<file path="src/rtl/trig_pkg.sv">
// Shared state encoding and default parameters for the trigger conditioner.
package trig_pkg;

  typedef enum logic [2:0] {
    IDLE    = 3'd0,
    QUAL_HI = 3'd1,
    ACTIVE  = 3'd2,
    QUAL_LO = 3'd3,
    HOLDOFF = 3'd4
  } trig_state_t;

  localparam int TRIG_SYNC_STAGES    = 2;
  localparam int TRIG_FILTER_CYCLES  = 4;
  localparam int TRIG_HOLDOFF_CYCLES = 16;

  function automatic int max_int(input int a, input int b);
    return (a > b) ? a : b;
  endfunction

endpackage

</file>
<file path="src/rtl/trig_sync.sv">
// N-flop synchronizer, async active-low reset to 0; latency STAGES edges, no backpressure.
module trig_sync #(
  parameter int STAGES = 2
) (
  input  logic clk_i,
  input  logic rst_ni,
  input  logic d_i,
  output logic q_o
);

  logic [STAGES-1:0] sync_q;

  always_ff @(posedge clk_i or negedge rst_ni) begin
    if (!rst_ni) sync_q <= '0;
    else         sync_q <= {sync_q[STAGES-2:0], d_i};
  end

  assign q_o = sync_q[STAGES-1];

endmodule

</file>
<file path="src/rtl/trigger_conditioner.sv">
// Sync + glitch filter + hold-off for an external trigger; SYNC_STAGES+FILTER_CYCLES edges each way.
// Optional glitch counter compiled in with TRIG_GLITCH_CNT_EN; no backpressure.
module trigger_conditioner
  import trig_pkg::*;
#(
  parameter int SYNC_STAGES    = TRIG_SYNC_STAGES,
  parameter int FILTER_CYCLES  = TRIG_FILTER_CYCLES,
  parameter int HOLDOFF_CYCLES = TRIG_HOLDOFF_CYCLES,
  parameter int CNT_W          = 8
) (
  input  logic             fastclk,
  input  logic             reset,
  input  logic             trig_in,
  output logic             trig_out,
  output logic             trig_rise,
  output logic             holdoff,
  output logic [CNT_W-1:0] glitch_cnt
);

  localparam int CW = $clog2(max_int(FILTER_CYCLES, HOLDOFF_CYCLES) + 1);
  localparam logic [CW-1:0] FILT_LOAD = CW'(FILTER_CYCLES - 1);
  localparam logic [CW-1:0] HOLD_LOAD = CW'(HOLDOFF_CYCLES);
  localparam logic [CW-1:0] ONE       = CW'(1);

  logic        trig_s;
  trig_state_t state_q, state_d;
  logic [CW-1:0] cnt_q, cnt_d;
  logic        trig_out_q, trig_out_d;
  logic        trig_rise_q, trig_rise_d;
  logic        holdoff_q, holdoff_d;

  trig_sync #(.STAGES(SYNC_STAGES)) u_sync (
    .clk_i  (fastclk),
    .rst_ni (reset),
    .d_i    (trig_in),
    .q_o    (trig_s)
  );

  // cnt holds the samples still needed to qualify, or the hold-off cycles left
  always_comb begin
    state_d = state_q;
    cnt_d   = cnt_q;
    case (state_q)
      IDLE: begin
        if (trig_s) begin
          if (FILTER_CYCLES == 1) begin
            state_d = ACTIVE;
          end else begin
            state_d = QUAL_HI;
            cnt_d   = FILT_LOAD;
          end
        end
      end
      QUAL_HI: begin
        if (!trig_s)           state_d = IDLE;
        else if (cnt_q == ONE) state_d = ACTIVE;
        else                   cnt_d   = cnt_q - ONE;
      end
      ACTIVE: begin
        if (!trig_s) begin
          if (FILTER_CYCLES == 1) begin
            state_d = HOLDOFF;
            cnt_d   = HOLD_LOAD;
          end else begin
            state_d = QUAL_LO;
            cnt_d   = FILT_LOAD;
          end
        end
      end
      QUAL_LO: begin
        if (trig_s) begin
          state_d = ACTIVE;
        end else if (cnt_q == ONE) begin
          state_d = HOLDOFF;
          cnt_d   = HOLD_LOAD;
        end else begin
          cnt_d = cnt_q - ONE;
        end
      end
      HOLDOFF: begin
        cnt_d = cnt_q - ONE;
        if (cnt_q <= ONE) state_d = IDLE;
      end
      default: begin
        state_d = IDLE;
        cnt_d   = '0;
      end
    endcase
  end

  assign trig_out_d  = (state_d == ACTIVE) || (state_d == QUAL_LO);
  assign trig_rise_d = trig_out_d && !trig_out_q;
  assign holdoff_d   = (state_d == HOLDOFF);

  always_ff @(posedge fastclk or negedge reset) begin
    if (!reset) begin
      state_q     <= IDLE;
      cnt_q       <= '0;
      trig_out_q  <= 1'b0;
      trig_rise_q <= 1'b0;
      holdoff_q   <= 1'b0;
    end else begin
      state_q     <= state_d;
      cnt_q       <= cnt_d;
      trig_out_q  <= trig_out_d;
      trig_rise_q <= trig_rise_d;
      holdoff_q   <= holdoff_d;
    end
  end

  assign trig_out  = trig_out_q;
  assign trig_rise = trig_rise_q;
  assign holdoff   = holdoff_q;

`ifdef TRIG_GLITCH_CNT_EN
  logic             glitch_ev;
  logic [CNT_W-1:0] glitch_q, glitch_d;

  // a high that fails qualification is a glitch; saturate rather than wrap
  assign glitch_ev = (state_q == QUAL_HI) && !trig_s;
  assign glitch_d  = (glitch_ev && (glitch_q != {CNT_W{1'b1}})) ? glitch_q + CNT_W'(1) : glitch_q;

  always_ff @(posedge fastclk or negedge reset) begin
    if (!reset) glitch_q <= '0;
    else        glitch_q <= glitch_d;
  end

  assign glitch_cnt = glitch_q;
`else
  assign glitch_cnt = '0;
`endif

endmodule

</file>
<file path="config.mk">
export PLATFORM = sky130hd
export DESIGN_NAME = trigger_conditioner
export DESIGN_NICKNAME = d
export VERILOG_FILES = /design/src/rtl/trig_pkg.sv /design/src/rtl/trig_sync.sv /design/src/rtl/trigger_conditioner.sv
export SDC_FILE = /design/constraint.sdc
export NUM_CORES = 1
export LEC_CHECK = 0
export ABC_AREA = 0
export ABC_CLOCK_PERIOD_IN_PS = 2200
export CAP_MARGIN = 20
export CELL_PAD_IN_SITES_DETAIL_PLACEMENT = 1
export CELL_PAD_IN_SITES_GLOBAL_PLACEMENT = 2
export CORE_UTILIZATION = 37
export CTS_CLUSTER_SIZE = 20
export DETAILED_ROUTE_END_ITERATION = 8
export DONT_BUFFER_PORTS = 1
export PLACE_DENSITY_LB_ADDON = 0.1
export SYNTH_ARGS = -nofsm -noshare
export SYNTH_HDL_FRONTEND = slang
export SYNTH_SLANG_ARGS = --single-unit
</file>
<file path="constraint.sdc">
create_clock -name fastclk -period 2.2 [get_ports fastclk]
set_input_delay 0.22 -clock fastclk [delete_from_list [all_inputs] [get_ports fastclk]]
set_output_delay 0.22 -clock fastclk [all_outputs]
set_load 0.005 [all_outputs]
</file>
After elaboration in Yosys (flattened, before gate mapping)
Index checks and enable logic that the tools add are counted.
{"block": "classes", "n_addsub": 1, "magnitude_cmp": 1, "eq_ne": 13, "n_mux": 15, "reduce_logical": 5}
{"op": "$mux W5", "count": 6}
{"op": "$pmux W5 S5", "count": 1}
{"op": "$mux W3", "count": 7}
{"op": "$pmux W3 S5", "count": 1}
{"op": "$eq A3 B2 Y1 const B", "count": 4}
{"op": "$eq A3 B3 Y1 const B", "count": 2}
{"op": "$ne A2 B2 Y1 const B", "count": 3}
{"op": "$eq A5 B1 Y1 const B", "count": 1}
{"op": "$le A5 B1 Y1 const B", "count": 1}
{"op": "$reduce_and A5 Y1", "count": 1}
{"op": "$sub A5 B1 Y5 const B", "count": 1}
{"op": "$ne A2 B1 Y1 const B", "count": 2}
{"op": "$eq A3 B1 Y1 const B", "count": 1}
{"op": "$logic_not A3 Y1", "count": 1}
{"op": "$logic_and A1 B1 Y1", "count": 1}
{"op": "$logic_not A1 Y1", "count": 1}
{"op": "$logic_or A1 B1 Y1", "count": 1}
{"block": "totals", "regBits": 13, "in_bits": 3, "output_inout_bits": 11, "elab_cells": 41}

Logic depth before layout (Yosys ltp)
{"block": "depth", "ltp_word": 7, "ltp_mapped": 6, "depth_no_buf": 6}

Hierarchy
A second synthesis with hierarchy kept.
{"block": "hier_totals", "cells_unflattened": 77, "area_unflattened_um2": 757.0}
{"mod": "trigger_conditioner", "instances": 1, "cells_per_inst": 75, "area_per_inst_um2": 706.9, "seq_area_each_um2": 275.3}
{"mod": "trig_sync", "instances": 1, "cells_per_inst": 2, "area_per_inst_um2": 50.0, "seq_area_each_um2": 50.0}

Least setup slack after synthesis
OpenSTA, ideal clock, no wires.
{"block": "synth_path", "path_kind": "register -> register", "start": "register cnt_q[1]", "end": "register cnt_q[3]", "setup_time_ps": 141, "t_arrival_ps": 1658, "t_required_ps": 2059, "slack_ps": 401, "stages_incl_launch_ff": 7, "path_buffers": 0, "synth_period_minus_slack_ps": 1799, "path_cell_list": "dfrtp_1 > inv_1 > ha_1 > or4b_4 > o32ai_4 > nand4b_1 > nand3_1"}
{"block": "synth_via", "elab_chain_len": 4, "word_cells_on_any_way": 9, "cone_classes": "1 x add/sub; 2 x eq/ne; 5 x mux; 1 x reduce/logical"}
{"item": "from (decl)", "line_no": "trigger_conditioner.sv:27", "source": "logic [CW-1:0] cnt_q, cnt_d;"}
{"item": "from (signal assigned)", "line_no": "trigger_conditioner.sv:104", "source": "cnt_q <= cnt_d;"}
{"item": "$sub A5 B1 Y5 / $eq A5 B1 Y1 (equally long branches)"}
{"item": "$mux W5, on equally long branches", "line_no": "trigger_conditioner.sv:73, trigger_conditioner.sv:56"}
{"item": "$mux W5, on equally long branches", "line_no": "trigger_conditioner.sv:71, trigger_conditioner.sv:55"}
{"item": "$pmux W5 S5", "line_no": "trigger_conditioner.sv:43", "source": "case (state_q)"}
Parallel ways exist; a longest one is shown, timed or not. The select of a mux whose other input is x is not followed.
A chain may end at the register's enable or synchronous reset.

Final worst setup path
Ends and elaborated chain as after synthesis.

==> reports/qor.csv <==
metric;value;unit
final_common_cell;dfrtp_1;
synth_seq_cells;13;
grt_use_total;17.8;%
slowest_delay;0.51;ns
utilization;43.2;%
drtIter0Drc;6;
setup_violations;0;
pre_cts_ws;0.257;ns
r2r_end;cnt_q[3]$_DFFE_PN0P_;
initial_core_util;40.4;%
hold_path_end;u_sync.sync_q[1]$_DFF_PN0_;
io_buffers;0;
grt_max_degree;14;
postRouteAntennaNets;0;
synthCells;85;
grt_pass1_vias;657;
r2r_slack;0.21;ns
routedWlPerCell;15.1;um
yosys_warnings;0;
cts_tree;built;
cts_resized;0;
avgSynthCellArea;9.51;um2
root_buffer;clkbuf_4;
antenna_found_initial;0;
insertion_delay;0.29;ns
synth_area_leader_cell;dfrtp_1;
crit_fanout;6;
period_needed;1.99;ns
drc_errors;0;
hold_buffers;2;
critPathKind;reg -> reg;
row_count;16;
clock_path_buffers;2;
setup_ws;0.211;ns
via_per_inst;5.48;
drv_cap;0;
min-delay-start;u_sync.sync_q[0]$_DFF_PN0_;
synth_area_leaders;dfrtp_1, buf_4, a21oi_1;
drive_above_1_share;10.0;%
grt_overflow;0;
place_hpwl;1220;um
arrival;2.15;ns
rsz0062_at_grt;false;
crit_family;simple AND/OR/NAND/NOR gates;
drtPass1Iterations;2;
routed_wl;1770;um
worstSetupEndpointType;flop;
maxSlewHeadroom;58.6;%
critical_path_required;2.36;ns
area_growth;6.97;%
final_nets;96;
syn-cell-area;808;um2
place.gp.congestion;0.778;
core_area;2000;um2
yosysTopAreaCellShare;40.2;%
clock_skew;0.0111;ns
die_h;48.7;um
worstMarginPinSlew;0.619;ns
die_area;2380;um2
slew_violations;0;
numCtsBuffers;3;
synth_seq_area_share;40.2;%
cp-start-kind;flop;
peakVddDrop;0.505;mV
clk_pin_slew;0.09;ns
status;finished, final reports clean;
power.leakage;0.361;nW
hp-class;reg -> reg;
cellPowerDensity;1350;nW/um2
crit_path_top_delay_cell;or4b_4;
reg2regPathDepth;6;
tns;0;ns
ys_types;31;
cp_num_buf_inv;1;
final_cell_mix;dfrtp_1, conb_1, o21ai_0, a21oi_1, inv_1;
r2r_start;cnt_q[1]$_DFFE_PN0P_;
post_cts_buffers;0;
finalCritPeriodShare;90.4;%
worstHoldPathCells;0;
crit_chain;inv_1 -> ha_1 -> or4b_4 -> o32ai_4 -> nand4b_1 -> nand3_1;
ios;14;
fp.dieW;48.7;um
antennaDiodeCount;0;
grt_pass1_wl;3140;um
cts.sinks;13;
hold_viol;0;
vias;641;
cts-htree-levels;1;
fmax;503;MHz
==> where the power goes <==
| part | internal [W] | switching, W | leakage [nW] | total (W) |
|---|---|---|---|---|
| registers | 0.000318 | 0.000129 | 0.163 | 0.000446 |
| logic | 0.000260 | 0.000303 | 0.182 | 0.000563 |
| clock network | 0.0000705 | 0.0000840 | 0.0150 | 0.000155 |
| total | 0.000648 | 0.000516 | 0.361 | 0.00116 |
==> layout make-up <==
| cell class | instances | area (um2) |
|---|---|---|
| clock buffer | 4 | 26.3 |
| fill | 237 | 1140 |
| inverter | 6 | 22.5 |
| multi-input combinational | 62 | 414 |
| sequential | 13 | 325 |
| tap | 27 | 33.8 |
| timing repair buffer | 5 | 42.5 |
==> worst max-delay path by stage <==
stage,start,endpoint,slack [ns],cells after the start
floorplan,cnt_q[1]$_DFFE_PN0P_,cnt_q[3]$_DFFE_PN0P_,0.40,6
global placement,cnt_q[1]$_DFFE_PN0P_,cnt_q[3]$_DFFE_PN0P_,0.30,6
detailed placement,cnt_q[1]$_DFFE_PN0P_,cnt_q[3]$_DFFE_PN0P_,0.26,6
CTS,cnt_q[1]$_DFFE_PN0P_,cnt_q[3]$_DFFE_PN0P_,0.20,6
global route,cnt_q[1]$_DFFE_PN0P_,cnt_q[3]$_DFFE_PN0P_,0.09,6
finish,cnt_q[1]$_DFFE_PN0P_,cnt_q[3]$_DFFE_PN0P_,0.21,6
==> worst register-to-register path, cell delays in order, from the launching register on <==
cell      delay (ns)
dfrtp_1         0.43
inv_1           0.11
ha_1            0.19
or4b_4          0.51
o32ai_4         0.39
nand4b_1        0.16
nand3_1         0.07
==> per-stage QoR <==
stage / area (um2) / total power (W) / cells / hold WS, ns
detailed placement: 818 / 0.000997 / 111 / -0.0752
global route: 865 / 0.00128 / 117 / 0.387
finish: 865 / 0.00116 / 117 / 0.365
floorplan: 835 / 0.000858 / 92 / -0.0756
global placement: 818 / 0.000991 / 111 / -0.0753
CTS: 865 / 0.00118 / 117 / 0.370
==> logic make-up after synthesis <==
kind of cell	after synthesis	synth area share (%)
compound gates	25	22.1
simple gates	24	19.0
buf+inv	17	11.8
flops	13	40.2
xor+xnor	3	3.25
fa+ha+maj	2	3.10
other cells	1	0.464
==> cells in the mapped netlist <==
library cell   n
a22oi_1        2
nor3b_1        2
nand2b_1       2
buf_4          8
dfrtp_1       13
nand4b_1       1
o22ai_1        2
a21o_1         1
a32o_1         2
nand4_1        1
nor3_1         3
nor2_1         3
buf_2          1
a21boi_0       1
inv_1          6
nor4b_2        1
a221o_1        1
nand3_1        3
o32ai_4        1
o21ai_0        7
o311ai_0       1
a21oi_1        7
or4b_4         1
xor2_1         1
ha_1           2
conb_1         1
nor2b_1        5
or3_1          1
xnor2_1        2
nand2_1        1
clkbuf_1       2
==> registers in the layout (all words and copies together), names as in the netlist <==
signal         flops
trig_out           1
state_q            3
cnt_q              5
holdoff            1
u_sync.sync_q      2
trig_rise          1
==> layer usage <==
metal	vias up	wire length (um)	GRT usage, %
li1	298	-	-
met1	325	814	23.8
met2	15	874	27.8
met3	3	47	2.83
met4	0	29	8.82
met5	-	0	0
Power figures use the tool's default switching activity.
